===== src/rtl/opb_slv_pkg.sv =====
// Shared definitions for the OPB slave register bank: data/byte-enable widths, the
// word index width (64 registers max), the transfer FSM state type and a byte-merge
// helper. Optional feature macro used by the top level: OPB_SLV_ERRACK_EN.
package opb_slv_pkg;

   localparam int OPB_DW    = 32;
   localparam int OPB_BEW   = 4;
   localparam int OPB_IDX_W = 6;

   typedef enum logic [1:0] {
      IDLE = 2'd0,
      ACK  = 2'd1,
      DONE = 2'd2
   } slv_state_t;

   // be[OPB_BEW-1] is OPB_BE[0], which selects the most significant byte
   // (DBus[0:7] in big-endian bit numbering).
   function automatic logic [OPB_DW-1:0] be_merge(input logic [OPB_DW-1:0]  old_w,
                                                  input logic [OPB_DW-1:0]  new_w,
                                                  input logic [OPB_BEW-1:0] be);
      logic [OPB_DW-1:0] w;
      w = old_w;
      for (int b = 0; b < OPB_BEW; b++) begin
         if (be[b]) w[8*b +: 8] = new_w[8*b +: 8];
      end
      return w;
   endfunction

endpackage


===== src/rtl/opb_slv_addr_decode.sv =====
// OPB address window decoder: flags a selected address inside [C_BASEADDR, C_HIGHADDR]
// and extracts the 32-bit word index relative to the base. Purely combinational.
// Ports: select/abus in; hit, idx (low OPB_IDX_W bits), idx_ovf (index beyond idx range) out.
module opb_slv_addr_decode
   import opb_slv_pkg::*;
#(
   parameter logic [31:0] C_BASEADDR = 32'h0100_0000,
   parameter logic [31:0] C_HIGHADDR = 32'h0100_00FF
) (
   input  logic                 select,
   input  logic [31:0]          abus,
   output logic                 hit,
   output logic [OPB_IDX_W-1:0] idx,
   output logic                 idx_ovf
);

   logic [31:0] offset;
   logic        unused_offset_lsb;

   assign offset  = abus - C_BASEADDR;
   assign hit     = select && (abus >= C_BASEADDR) && (abus <= C_HIGHADDR);
   assign idx     = offset[OPB_IDX_W+1:2];
   // Word index too large for the idx field; the register bank treats it as out of range.
   assign idx_ovf = |offset[31:OPB_IDX_W+2];

   // Byte offset within a word is irrelevant: every access is word-granular.
   assign unused_offset_lsb = ^offset[1:0];

endmodule


===== src/rtl/opb_sw_reg_slave.sv =====
// OPB slave exposing C_NUM_REGS 32-bit software registers to fabric with per-register strobes.
// Ports: OPB bus inputs (OPB_*), slave responses (Sl_*), reg_out/reg_in register bus, wr/rd strobes.
// Macro OPB_SLV_ERRACK_EN: out-of-range and read-only writes answer with Sl_errAck instead.
module opb_sw_reg_slave
   import opb_slv_pkg::*;
#(
   parameter logic [31:0] C_BASEADDR = 32'h0100_0000,
   parameter logic [31:0] C_HIGHADDR = 32'h0100_00FF,
   parameter int          C_NUM_REGS = 8,
   parameter logic [63:0] C_RO_MASK  = 64'h0
) (
   input  logic                    OPB_Clk,
   input  logic                    OPB_Rst_n,
   input  logic                    OPB_select,
   input  logic                    OPB_RNW,
   input  logic [0:3]              OPB_BE,
   input  logic [0:31]             OPB_ABus,
   input  logic [0:31]             OPB_DBus,
   input  logic                    OPB_seqAddr,
   output logic                    Sl_xferAck,
   output logic                    Sl_errAck,
   output logic                    Sl_toutSup,
   output logic                    Sl_retry,
   output logic [0:31]             Sl_DBus,
   output logic [32*C_NUM_REGS-1:0] reg_out,
   input  logic [32*C_NUM_REGS-1:0] reg_in,
   output logic [C_NUM_REGS-1:0]   reg_wr_stb,
   output logic [C_NUM_REGS-1:0]   reg_rd_stb
);

   localparam logic [OPB_IDX_W:0] NUM_REGS_C = (OPB_IDX_W+1)'(C_NUM_REGS);

   logic [1:0]            rst_sync;
   logic                  rst_n;
   slv_state_t            state;

   logic                  hit;
   logic [OPB_IDX_W-1:0]  idx;
   logic                  idx_ovf;
   logic                  in_range;

   logic [OPB_IDX_W-1:0]  idx_q;
   logic                  rnw_q;
   logic                  ok_q;
   logic [OPB_BEW-1:0]    be_q;
   logic [OPB_DW-1:0]     dat_q;

   logic [C_NUM_REGS-1:0] sel_vec;
   logic [OPB_DW-1:0]     rd_word;
   logic                  ro_hit;
   logic                  acc_err;
   logic                  wr_ok;
   logic                  rd_ok;
   logic                  wr_data_en;

   logic                  xfer_ack_q;
   logic                  err_ack_q;
   logic                  tout_q;
   logic [OPB_DW-1:0]     dbus_q;
   logic [C_NUM_REGS-1:0] wr_stb_q;
   logic [C_NUM_REGS-1:0] rd_stb_q;
   logic                  unused_seq;

   // Reset asserts immediately but releases only after two clean clock edges.
   always_ff @(posedge OPB_Clk or negedge OPB_Rst_n) begin
      if (!OPB_Rst_n) rst_sync <= 2'b00;
      else            rst_sync <= {rst_sync[0], 1'b1};
   end
   assign rst_n = rst_sync[1];

   opb_slv_addr_decode #(
      .C_BASEADDR (C_BASEADDR),
      .C_HIGHADDR (C_HIGHADDR)
   ) u_decode (
      .select  (OPB_select),
      .abus    (OPB_ABus),
      .hit     (hit),
      .idx     (idx),
      .idx_ovf (idx_ovf)
   );

   assign in_range = !idx_ovf && ({1'b0, idx} < NUM_REGS_C);

   // Decode of the captured index: one-hot select, read-back word, read-only flag.
   // Read-only registers return the live fabric value rather than the stored word.
   always_comb begin
      sel_vec = '0;
      rd_word = '0;
      ro_hit  = 1'b0;
      for (int i = 0; i < C_NUM_REGS; i++) begin
         if (ok_q && (idx_q == OPB_IDX_W'(i))) begin
            sel_vec[i] = 1'b1;
            ro_hit     = C_RO_MASK[i];
            rd_word    = C_RO_MASK[i] ? reg_in[32*i +: 32] : reg_out[32*i +: 32];
         end
      end
   end

`ifdef OPB_SLV_ERRACK_EN
   assign acc_err = !ok_q || (!rnw_q && ro_hit);
`else
   assign acc_err = 1'b0;
`endif

   // A write to a read-only register still strobes; only the data is dropped.
   assign wr_ok      = !rnw_q && ok_q && !acc_err;
   assign rd_ok      = rnw_q && ok_q && !acc_err;
   assign wr_data_en = (state == ACK) && wr_ok && !ro_hit;

   // Transfer FSM with registered bus outputs. Pulses default low every cycle, so
   // ack/strobes last exactly one cycle; DONE absorbs the cycle in which the master
   // is still dropping select, which rules out a second ack for the same beat.
   always_ff @(posedge OPB_Clk or negedge rst_n) begin
      if (!rst_n) begin
         state      <= IDLE;
         idx_q      <= '0;
         rnw_q      <= 1'b0;
         ok_q       <= 1'b0;
         be_q       <= '0;
         dat_q      <= '0;
         xfer_ack_q <= 1'b0;
         err_ack_q  <= 1'b0;
         tout_q     <= 1'b0;
         dbus_q     <= '0;
         wr_stb_q   <= '0;
         rd_stb_q   <= '0;
      end else begin
         xfer_ack_q <= 1'b0;
         err_ack_q  <= 1'b0;
         dbus_q     <= '0;
         wr_stb_q   <= '0;
         rd_stb_q   <= '0;
         case (state)
            IDLE: begin
               if (hit) begin
                  idx_q  <= idx;
                  rnw_q  <= OPB_RNW;
                  ok_q   <= in_range;
                  be_q   <= OPB_BE;
                  dat_q  <= OPB_DBus;
                  tout_q <= 1'b1;
                  state  <= ACK;
               end
            end
            ACK: begin
               // Select is not re-checked: an aborted beat still finishes cleanly.
               tout_q <= 1'b1;
               if (acc_err) err_ack_q  <= 1'b1;
               else         xfer_ack_q <= 1'b1;
               if (rd_ok) begin
                  dbus_q   <= rd_word;
                  rd_stb_q <= sel_vec;
               end
               if (wr_ok) wr_stb_q <= sel_vec;
               state <= DONE;
            end
            DONE: begin
               tout_q <= 1'b0;
               state  <= IDLE;
            end
            default: begin
               tout_q <= 1'b0;
               state  <= IDLE;
            end
         endcase
      end
   end

   for (genvar g = 0; g < C_NUM_REGS; g++) begin : g_reg
      logic [OPB_DW-1:0] r;
      always_ff @(posedge OPB_Clk or negedge rst_n) begin
         if (!rst_n)                       r <= '0;
         else if (wr_data_en && sel_vec[g]) r <= be_merge(r, dat_q, be_q);
      end
      assign reg_out[32*g +: 32] = r;
   end

   assign Sl_xferAck = xfer_ack_q;
   assign Sl_errAck  = err_ack_q;
   assign Sl_toutSup = tout_q;
   assign Sl_retry   = 1'b0;
   assign Sl_DBus    = dbus_q;
   assign reg_wr_stb = wr_stb_q;
   assign reg_rd_stb = rd_stb_q;

   // Every beat is decoded as a single transfer.
   assign unused_seq = OPB_seqAddr;

endmodule


===== config.mk =====
export PLATFORM = sky130hd
export DESIGN_NAME = opb_sw_reg_slave
export DESIGN_NICKNAME = d
export VERILOG_FILES = /design/src/rtl/opb_slv_pkg.sv /design/src/rtl/opb_slv_addr_decode.sv /design/src/rtl/opb_sw_reg_slave.sv
export SDC_FILE = /design/constraint.sdc
export NUM_CORES = 1
export LEC_CHECK = 0
export ABC_AREA = 1
export CAP_MARGIN = 5
export CELL_PAD_IN_SITES_DETAIL_PLACEMENT = 0
export CELL_PAD_IN_SITES_GLOBAL_PLACEMENT = 2
export CORE_MARGIN = 10
export CORE_UTILIZATION = 25
export DETAILED_ROUTE_END_ITERATION = 12
export GPL_TIMING_DRIVEN = 0
export HOLD_SLACK_MARGIN = 0.15
export PLACE_DENSITY = 0.76
export SYNTH_ARGS = -nofsm -noshare
export SYNTH_HDL_FRONTEND = slang
export SYNTH_SLANG_ARGS = --single-unit
export TNS_END_PERCENT = 50

===== constraint.sdc =====
create_clock -name OPB_Clk -period 12 [get_ports OPB_Clk]
set_input_delay 1.8 -clock OPB_Clk [delete_from_list [all_inputs] [get_ports OPB_Clk]]
set_output_delay 1.8 -clock OPB_Clk [all_outputs]
set_load 0.05 [all_outputs]

==> impl_results.md, run 1 <==
* Power density of the placed cells at 119 nW/um^2
* Mean area per synthesized cell at 9.40 sq um
* Mapped Cells at 1670
* Via count at 13600
* DRC errors left at 0
* Crit path max-delay cell type: clkbuf_1
* Area Overhead vs Synth at 41.0%
* Yosys reg bits at 354
* Seq. cell area at 8860 sq um
* Layout cell share with drive strength beyond 1 at 15.8%
* Worst Setup End Kind: flip-flop
* Synth cell types at 28
* Initial DRC count at 1063
* First-pass GRT wire length at 102 mm
* Number of global-route vias before repair at 13900
* Area of the die at 73200 sq um
* Post_cts resized at 0
* Rel. slew slack at 23.8%
* Crit path buffers/inverters at 4
* Hold-fix buffers, CTS at 0
* Initial antenna violation count at 1
* Hold Crit Class: reg2reg
* WHS at 353 ps
* CTS tree: done
* Final setup fails at 0
* Fill cell count at 6356
* Status: completed
* Cell repeated most along the worst path: nand2_1
* # Post-CTS Setup Buffers at 0
* Multi-input gate area at 5760 sq um
* Worst-Skew Late Latency at 570 ps
* RSZ-0062 raised after global routing: false
* Die height at 271 um
* Largest net degree at the start of global routing at 61
* CTS Sinks at 354
* CP top delay family: buffers and inverters
* Max cap viols at 0
* CP Data Required Time at 12420 ps
* Max Fclk at 261 MHz
* Synth Warn # at 0
* # rows at 91
* Syn Std Cell Area at 15700 sq um
* Worst-path maximum fanout at 10
* Hpwl dp at 53.7 mm
* DP Area at 20700 sq um
* GRT Residual Overflow at 0
* Routed Antenna Nets at 0
* Root Buffer Master: clkbuf_16
* Clock skew at 21.9 ps
* Final setup TNS at 0 ps
* Final Hold Vio Count at 0
* Via density at 4.59
* Final non-filler cell area at 22200 sq um
* Die width at 271 um
* Routability cong. at 0.851
* Ports at 637
* Total Routing Usage GR at 19.0%
* Sequential area share after synthesis at 56.4%
* DRT Wirelength at 71.3 mm
* Crit path kind: in2reg
* Critical-path cell list: clkdlybuf4s50_1 > nor2_1 > nand2_1 > nor3_1 > nand2_1 > inv_1 > nand2_1 > inv_2 > clkbuf_1 > o21ai_0
* Number of diodes at 0
* Leak Pwr at 10.7 nW
* Net count, final at 2427
* CP arrival at 4250 ps
* # port buffers at 375
* Largest stage delay on the critical path at 620 ps
* Router iterations before antenna repair at 5
* Starting Density at 25.4%
* CTS max path bufs at 3
* Core Region at 61900 sq um
* Final period util at 31.9%
* VDD IR max at 0.105 mV
* Worst Tran Pin Value at 1140 ps
* Worst setup SP type: input port
* Final Max Slew Viols at 0
* Total CTS buffers at 44
* Clock-pin slew on the worst setup and hold paths at 60 ps
* H-tree levels at 2
* Routed WL per cell at 24.0 um
* Period minus WS final at 3820 ps
layer usage:
metal	track usage [%]	part of all wire (%)	vias to the layer above
met5	0	0	-
met2	28.9	44	513
met3	5.41	7.9	71
li1	-	-	6332
met4	4.07	1.5	0
met1	26.3	47	6711
synthesized netlist by cell type:
master	n	area (sq um)
a21oi_1	40	200
buf_1	2	7.51
buf_2	19	95.1
buf_4	3	22.5
buf_6	32	360
clkbuf_1	23	86.3
conb_1	2	7.51
dfrtp_1	354	8860
inv_1	124	465
inv_2	13	48.8
nand2_1	451	1690
nand2_2	4	25.0
nand2_4	33	372
nand3_1	92	460
nand3_4	1	17.5
nand4_1	26	163
nor2_1	91	342
nor2_2	6	37.5
nor2_4	2	22.5
nor2_8	8	160
nor3_1	1	5.00
nor4_1	1	6.26
o211ai_1	7	52.6
o21ai_0	71	355
o21ai_1	120	601
o21ai_2	136	1190
or2_0	1	6.26
or2_1	7	43.8
area by class of cell:
type                            count  share of cell area, %
Sequential cell                   354                   40.0
Multi-Input combinational cell   1101                   26.0
Timing Repair Buffer              381                   17.7
Clock buffer                       57                   5.56
Tap cell                          837                   4.73
Buffer                             79                   2.58
Inverter                          137                   2.32
Clock inverter                     21                   1.12
final timing paths:
check	slack, ps	cells after the start	endpoint	from
max in group asynchronous	10150	3	g_reg[5].r[26]	rst_sync[1]
worst min-delay path	350	0	rst_sync[1]	rst_sync[0]
worst max-delay path	8180	10	dat_q[1]	OPB_ABus[20]
min in group asynchronous	460	0	g_reg[5].r[6]	rst_sync[1]
worst max register to register	9230	8	Sl_DBus[15]	state[1]
worst min register to register	350	0	rst_sync[1]	rst_sync[0]
power breakdown:
group | switching (mW) | internal (mW) | total [mW]
sequential | 0.00436 | 1.19 | 1.20
clock | 0.552 | 0.832 | 1.38
combinational | 0.0269 | 0.0259 | 0.0528
placed cells by master (no fill, tap or decap), drive strengths merged:
master and count:
dfrtp 354, buf 62, a21oi 40, or2 8, nand4 26, nand3 93
clkinv 11, clkbuf 80, nand2 488, nor4 1, o211ai 7, o21ai 327
conb 3, clkinvlp 3, clkdlybuf4s50 375, inv 139, bufinv 5, nor3 1
nor2 107
stage by stage:
| step | setup slack, ps | power, mW | util (%) | cells |
|---|---|---|---|---|
| finish | 8180 | 2.63 | 35.8 | 2967 |
| floorplan | 1400 | 1.24 | - | 1671 |
| global placement | -3370 | 1.27 | 33.1 | 2883 |
| CTS | 8020 | 2.66 | 35.8 | 2967 |
| detailed placement | 7420 | 1.28 | 33.4 | 2889 |
| global route | 7840 | 2.71 | 35.8 | 2967 |
state kept, by name (all words and copies together) (netlist names), 2 cells and up:
signal and cells:
g.r 256, rst_sync 2, reg_rd_stb 8, dat_q 32
idx_q 6, reg_wr_stb 8, state 2, be_q 4
Sl_DBus 32
worst register-to-register path: stages (launching register included):
cell and delay (ps):
dfrtp_1 430, nor2_4 170, nand3_1 470, inv_1 450
clkbuf_1 770, o21ai_0 230, inv_1 100, nand2_1 50
inv_1 50
logic make-up (layout without fill, tap and decap cells):
kind of cell    after synthesis  in the layout  share of synthesized area (%)
flops                       354            354                           56.4
other cells                   2              3                         0.0478
simple gates                724            724                           21.4
compound gates              374            374                           15.3
buf+inv                     216            675                           6.92
Power figures use the tool's default switching activity.
==> run 2: changes to the inputs <==
- clock period: 12 -> 3.6 ns (I/O delays scaled with it)
==> run 2 against run 1 <==
Effect of this change:
- clock skew up 10 ps
- sequential power rose to 3.3 times the previous value
- via count about the same
- count of clock-buffer cells in the layout up 5
- wire length about the same
- global-route usage about the same
- largest power group unchanged
- combinational power rose to 3.5 times the previous value
- flip-flop and latch count unchanged
- largest cell class unchanged
- clock power rose to 3.2 times the previous value
- first-iteration DRC count up 3.6%
- die area unchanged
==> impl_results.md, run 2 (synthesized netlist as in run 1, its figures left out) <==
* Via density at 4.60
* Crit path max-delay cell type: clkbuf_1
* Power density of the placed cells at 388 nW/um^2
* Sw Share at 21.7%
* Total Routing Usage GR at 19.0%
* Routed Antenna Nets at 0
* Seq. cell area at 8860 sq um
* Final period util at 73.3%
* Starting Density at 25.4%
* Fill cell count at 6356
* Routability cong. at 0.876
* # Post-CTS Setup Buffers at 0
* Via count at 13600
* Initial antenna violation count at 2
* CP Data Required Time at 4120 ps
* GRT Residual Overflow at 0
* Final Non-Filler Cells at 2962
* Register share of total power at 46.5%
* Gate power share at 2.1%
* Placed cells at 2889
* Final Max Slew Viols at 0
* Area of the die at 73200 sq um
* Layout cell share with drive strength beyond 1 at 15.6%
* Cell repeated most along the worst path: inv_2
* Final setup fails at 0
* Sw power at 1.86 mW
* Rel. slew slack at 20.8%
* Worst Tran Pin Value at 1190 ps
* CTS tree: done
* Area Overhead vs Synth at 40.7%
* Most frequent cells in the layout: nand2_1 (451), clkdlybuf4s50_1 (375), dfrtp_1 (353)
* Clock skew at 32.1 ps
* VDD IR max at 0.250 mV
* Post_cts resized at 0
* Period minus WS final at 2640 ps
* Ports at 637
* Worst-path maximum fanout at 10
* Total power at 8.58 mW
* Status: completed
* CP arrival at 3160 ps
* WHS at 292 ps
* Worst setup SP type: flip-flop
* # port buffers at 375
* Layout Utilization at 35.7%
* Max Fclk at 379 MHz
* Most flops, register: g.r
* Critical-path cell list: inv_2 > nor2_4 > inv_2 > nor2_2 > clkbuf_1 > a21oi_1 > nand4_1 > nand2_1 > inv_1
* DRC errors left at 0
* Clock Power Share at 51.4%
* Largest net degree at the start of global routing at 69
* Max cap viols at 0
* Routed WL per cell at 24.1 um
* # rows at 91
* Root Buffer Master: clkbuf_16
* Worst-Skew Late Latency at 580 ps
* Initial DRC count at 1101
* R2R Setup Slk at 960 ps
* Net count, final at 2427
* Most common cell after layout, fill and taps aside: nand2_1
* Number of global-route vias before repair at 14100
* Core Region at 61900 sq um
* Number of diodes at 0
* Hpwl dp at 53.5 mm
* CTS Sinks at 354
* Final setup TNS at 0 ps
* Leak Pwr at 10.7 nW
* Worst Setup End Kind: flip-flop
* Clock-pin slew on the worst setup and hold paths at 60 ps
* First-pass GRT wire length at 102 mm
* Hold Crit Class: reg2async
* Router iterations before antenna repair at 5
* RSZ-0062 raised after global routing: false
* Final Hold Vio Count at 0
* Total CTS buffers at 43
* Die width at 271 um
* Max reg flops at 256
* Crit path kind: reg2reg
* DRT Wirelength at 71.3 mm
* Die height at 271 um
* H-tree levels at 2
* Largest stage delay on the critical path at 750 ps
* Multi-input gate area at 5760 sq um
* CTS max path bufs at 3
* Int Power at 6.72 mW
[run 2: area by class of cell]
type | instances | share of cell area (%)
repair buffers | 382 | 17.7
inverters | 137 | 2.33
clock inverters | 10 | 0.481
well taps | 837 | 4.74
clock buffers | 62 | 5.93
multi-input cells | 1101 | 26.1
plain buffers | 79 | 2.59
flip-flops and latches | 354 | 40.1
[run 2: worst paths after layout]
| kind | to | depth (start not counted) | start |
|---|---|---|---|
| min reg2reg | Sl_DBus[24] | 0 | rst_sync[1] |
| min | Sl_DBus[24] | 0 | rst_sync[1] |
| max in group asynchronous | g_reg[6].r[26] | 3 | rst_sync[1] |
| max reg2reg | Sl_DBus[4] | 9 | idx_q[1] |
| min in group OPB_Clk | rst_sync[1] | 0 | rst_sync[0] |
| max | Sl_DBus[4] | 9 | idx_q[1] |
[run 2: routing by layer]
metal	track usage [%]	vias up	routed length, um
met5	0	-	13
met4	4.50	2	1380
met3	5.53	71	5600
met2	28.8	509	30900
met1	26.1	6741	33400
li1	-	6315	-
[run 2: power by group through the flow]
stage	logic, mW	clock network (mW)	registers, mW
3_5_place_dp	0.188	0	4.06
4_1_cts	0.190	4.51	3.99
5_1_grt	0.204	4.67	3.99
3_3_place_gp	0.0911	0	4.14
6_report	0.183	4.41	3.99
2_1_floorplan	0.0105	0	4.11
[run 2: timing repair]
action	4_1_cts	5_1_grt
endpoints found under the setup margin	0	0
endpoints found under the hold margin	2	0
hold buffers	1	0
[run 2: metrics by stage]
step	worst slack, ps	cell area, sq um
finish	960	22100
floorplan	104	15700
global route	663	22100
detailed placement	349	20700
global placement	-1440	20500
CTS	846	22100
[run 2: critical path: cells and delay by family (launching register included)]
kind | cells | cell delay [ps]
buf+inv | 4 | 1030
compound gates | 1 | 140
flops | 1 | 410
simple gates | 4 | 1000
==> run 3: changes to the inputs <==
- clock period: 3.6 -> 2.6 ns (I/O delays scaled with it)
==> run 3 against run 2 <==
Effect of this change:
- wire length about the same
- clock power increased by 39%
- combinational power increased by 38%
- clock skew decreased by 3.4 ps
- critical endpoint is now Sl_DBus[22]
==> impl_results.md, run 3 (synthesized netlist as in run 1, its figures left out) <==
* CP Data Required Time at 3100 ps
* Final Non-Filler Cells at 2962
* Router iterations before antenna repair at 5
* Worst setup SP type: flip-flop
* Starting Density at 25.4%
* Routed WL per cell at 24.1 um
* Total CTS buffers at 43
* First-pass GRT wire length at 102 mm
* Sw Share at 21.7%
* Most frequent cells in the layout: nand2_1 (451), clkdlybuf4s50_1 (375), dfrtp_1 (353)
* Clock Power Share at 51.4%
* Layout cell share with drive strength beyond 1 at 16.1%
* Via count at 13600
* Final setup fails at 0
* Clock skew at 28.7 ps
* Worst Setup End Kind: flip-flop
* Max cap viols at 0
* VDD IR max at 0.346 mV
* Initial antenna violation count at 2
* Via density at 4.59
* CP arrival at 2980 ps
* Worst-path maximum fanout at 10
* # port buffers at 375
* Final period util at 95.3%
* Largest stage delay on the critical path at 870 ps
* R2r worst-path depth at 9
* Worst-Skew Late Latency at 580 ps
* Hold Crit Class: reg2async
* Max reg flops at 256
* Sw power at 2.58 mW
* Rel. slew slack at 26.5%
* Worst Tran Pin Value at 1100 ps
* Gate power share at 2.1%
* RSZ-0062 raised after global routing: false
* Critical-path cell list: inv_2 > nor2_4 > buf_1 > nand3_1 > nand3_1 > nor2_1 > nand4_1 > nand2_1 > inv_1
* Final non-filler cell area at 22100 sq um
* Crit path kind: reg2reg
* Final Hold Vio Count at 0
* Int Power at 9.30 mW
* CTS tree: done
* Status: completed
* H-tree levels at 2
* CTS Sinks at 354
* Crit path max-delay cell type: buf_1
* Ports at 637
* Most flops, register: g.r
* Initial DRC count at 1123
* Routed Antenna Nets at 0
* # rows at 91
* Area of the die at 73200 sq um
* Leak Pwr at 10.7 nW
* Hpwl dp at 53.5 mm
* Power density of the placed cells at 537 nW/um^2
* Routability cong. at 0.876
* Clock-pin slew on the worst setup and hold paths at 60 ps
* Largest net degree at the start of global routing at 69
* Register share of total power at 46.5%
* WHS at 292 ps
* Die width at 271 um
* Number of diodes at 0
* Cell repeated most along the worst path: nand3_1
* Final Max Slew Viols at 0
* Total Routing Usage GR at 19.0%
* Area Overhead vs Synth at 40.8%
* Placed cells at 2889
* GRT Residual Overflow at 0
* Core Region at 61900 sq um
* # Post-CTS Setup Buffers at 0
* DRT Wirelength at 71.3 mm
* DP Area at 20700 sq um
* DRC errors left at 0
* Max Fclk at 404 MHz
* Net count, final at 2427
* Number of global-route vias before repair at 14100
* Die height at 271 um
* CTS max path bufs at 3
* Root Buffer Master: clkbuf_16
* Most common cell after layout, fill and taps aside: nand2_1
* Period minus WS final at 2480 ps
run 3: repair_timing:
action / 4_1_cts / 5_1_grt
setup endpoints to repair: 14 / 32
hold buffers: 1 / 0
resized for setup: 9 / 9
endpoints found under the hold margin: 2 / 0
run 3: power by group through the flow:
stage          sequential [mW]  clock (mW)  combinational [mW]
6_report                  5.52        6.11               0.253
5_1_grt                   5.52        6.47               0.283
4_1_cts                   5.52        6.24               0.262
3_5_place_dp              5.62           0               0.261
3_3_place_gp              5.73           0               0.126
2_1_floorplan             5.69           0              0.0145
run 3: metrics by stage:
| stage | util, % | setup TNS (ps) | total power [mW] | setup slack (ps) |
|---|---|---|---|---|
| finish | 35.7 | 0 | 11.9 | 123 |
| global route | 35.7 | 0 | 12.3 | 3.43 |
| CTS | 35.7 | 0 | 12.0 | 92.9 |
| detailed placement | 33.4 | -17040 | 5.88 | -501 |
| global placement | 33.1 | -861420 | 5.85 | -2440 |
| floorplan | - | -315240 | 5.70 | -896 |
run 3: layer usage:
metal	track usage (%)	vias to the layer above	routed length, um
met5	0	-	13
met4	4.60	2	1430
met3	5.55	73	5780
met1	26.1	6705	33200
met2	28.7	514	30900
li1	-	6312	-
run 3: worst paths after layout:
kind / startpoint / endpoint / slack [ps]
setup / recovery: idx_q[1] / Sl_DBus[22] / 120
hold / removal: rst_sync[1] / Sl_DBus[24] / 290
setup reg to reg: idx_q[1] / Sl_DBus[22] / 120
hold reg to reg: rst_sync[1] / Sl_DBus[24] / 290
max in group asynchronous: rst_sync[1] / Sl_DBus[3] / 950
min in group OPB_Clk: rst_sync[0] / rst_sync[1] / 350
run 3: worst max-delay path: cells and delay by family (launching register included):
family	cells	cell delay [ps]
DFF	1	410
and+or+nand+nor	6	900
buffers and inverters	3	1100
run 3: layout make-up:
| cell class | count | area, sq um |
|---|---|---|
| tap | 837 | 1050 |
| sequential | 354 | 8860 |
| buffer | 79 | 596 |
| clock buffer | 62 | 1310 |
| fill | 6357 | 39800 |
| clock inverter | 10 | 106 |
| multi-input combinational | 1101 | 5760 |
| timing repair buffer | 382 | 3910 |
| inverter | 137 | 514 |
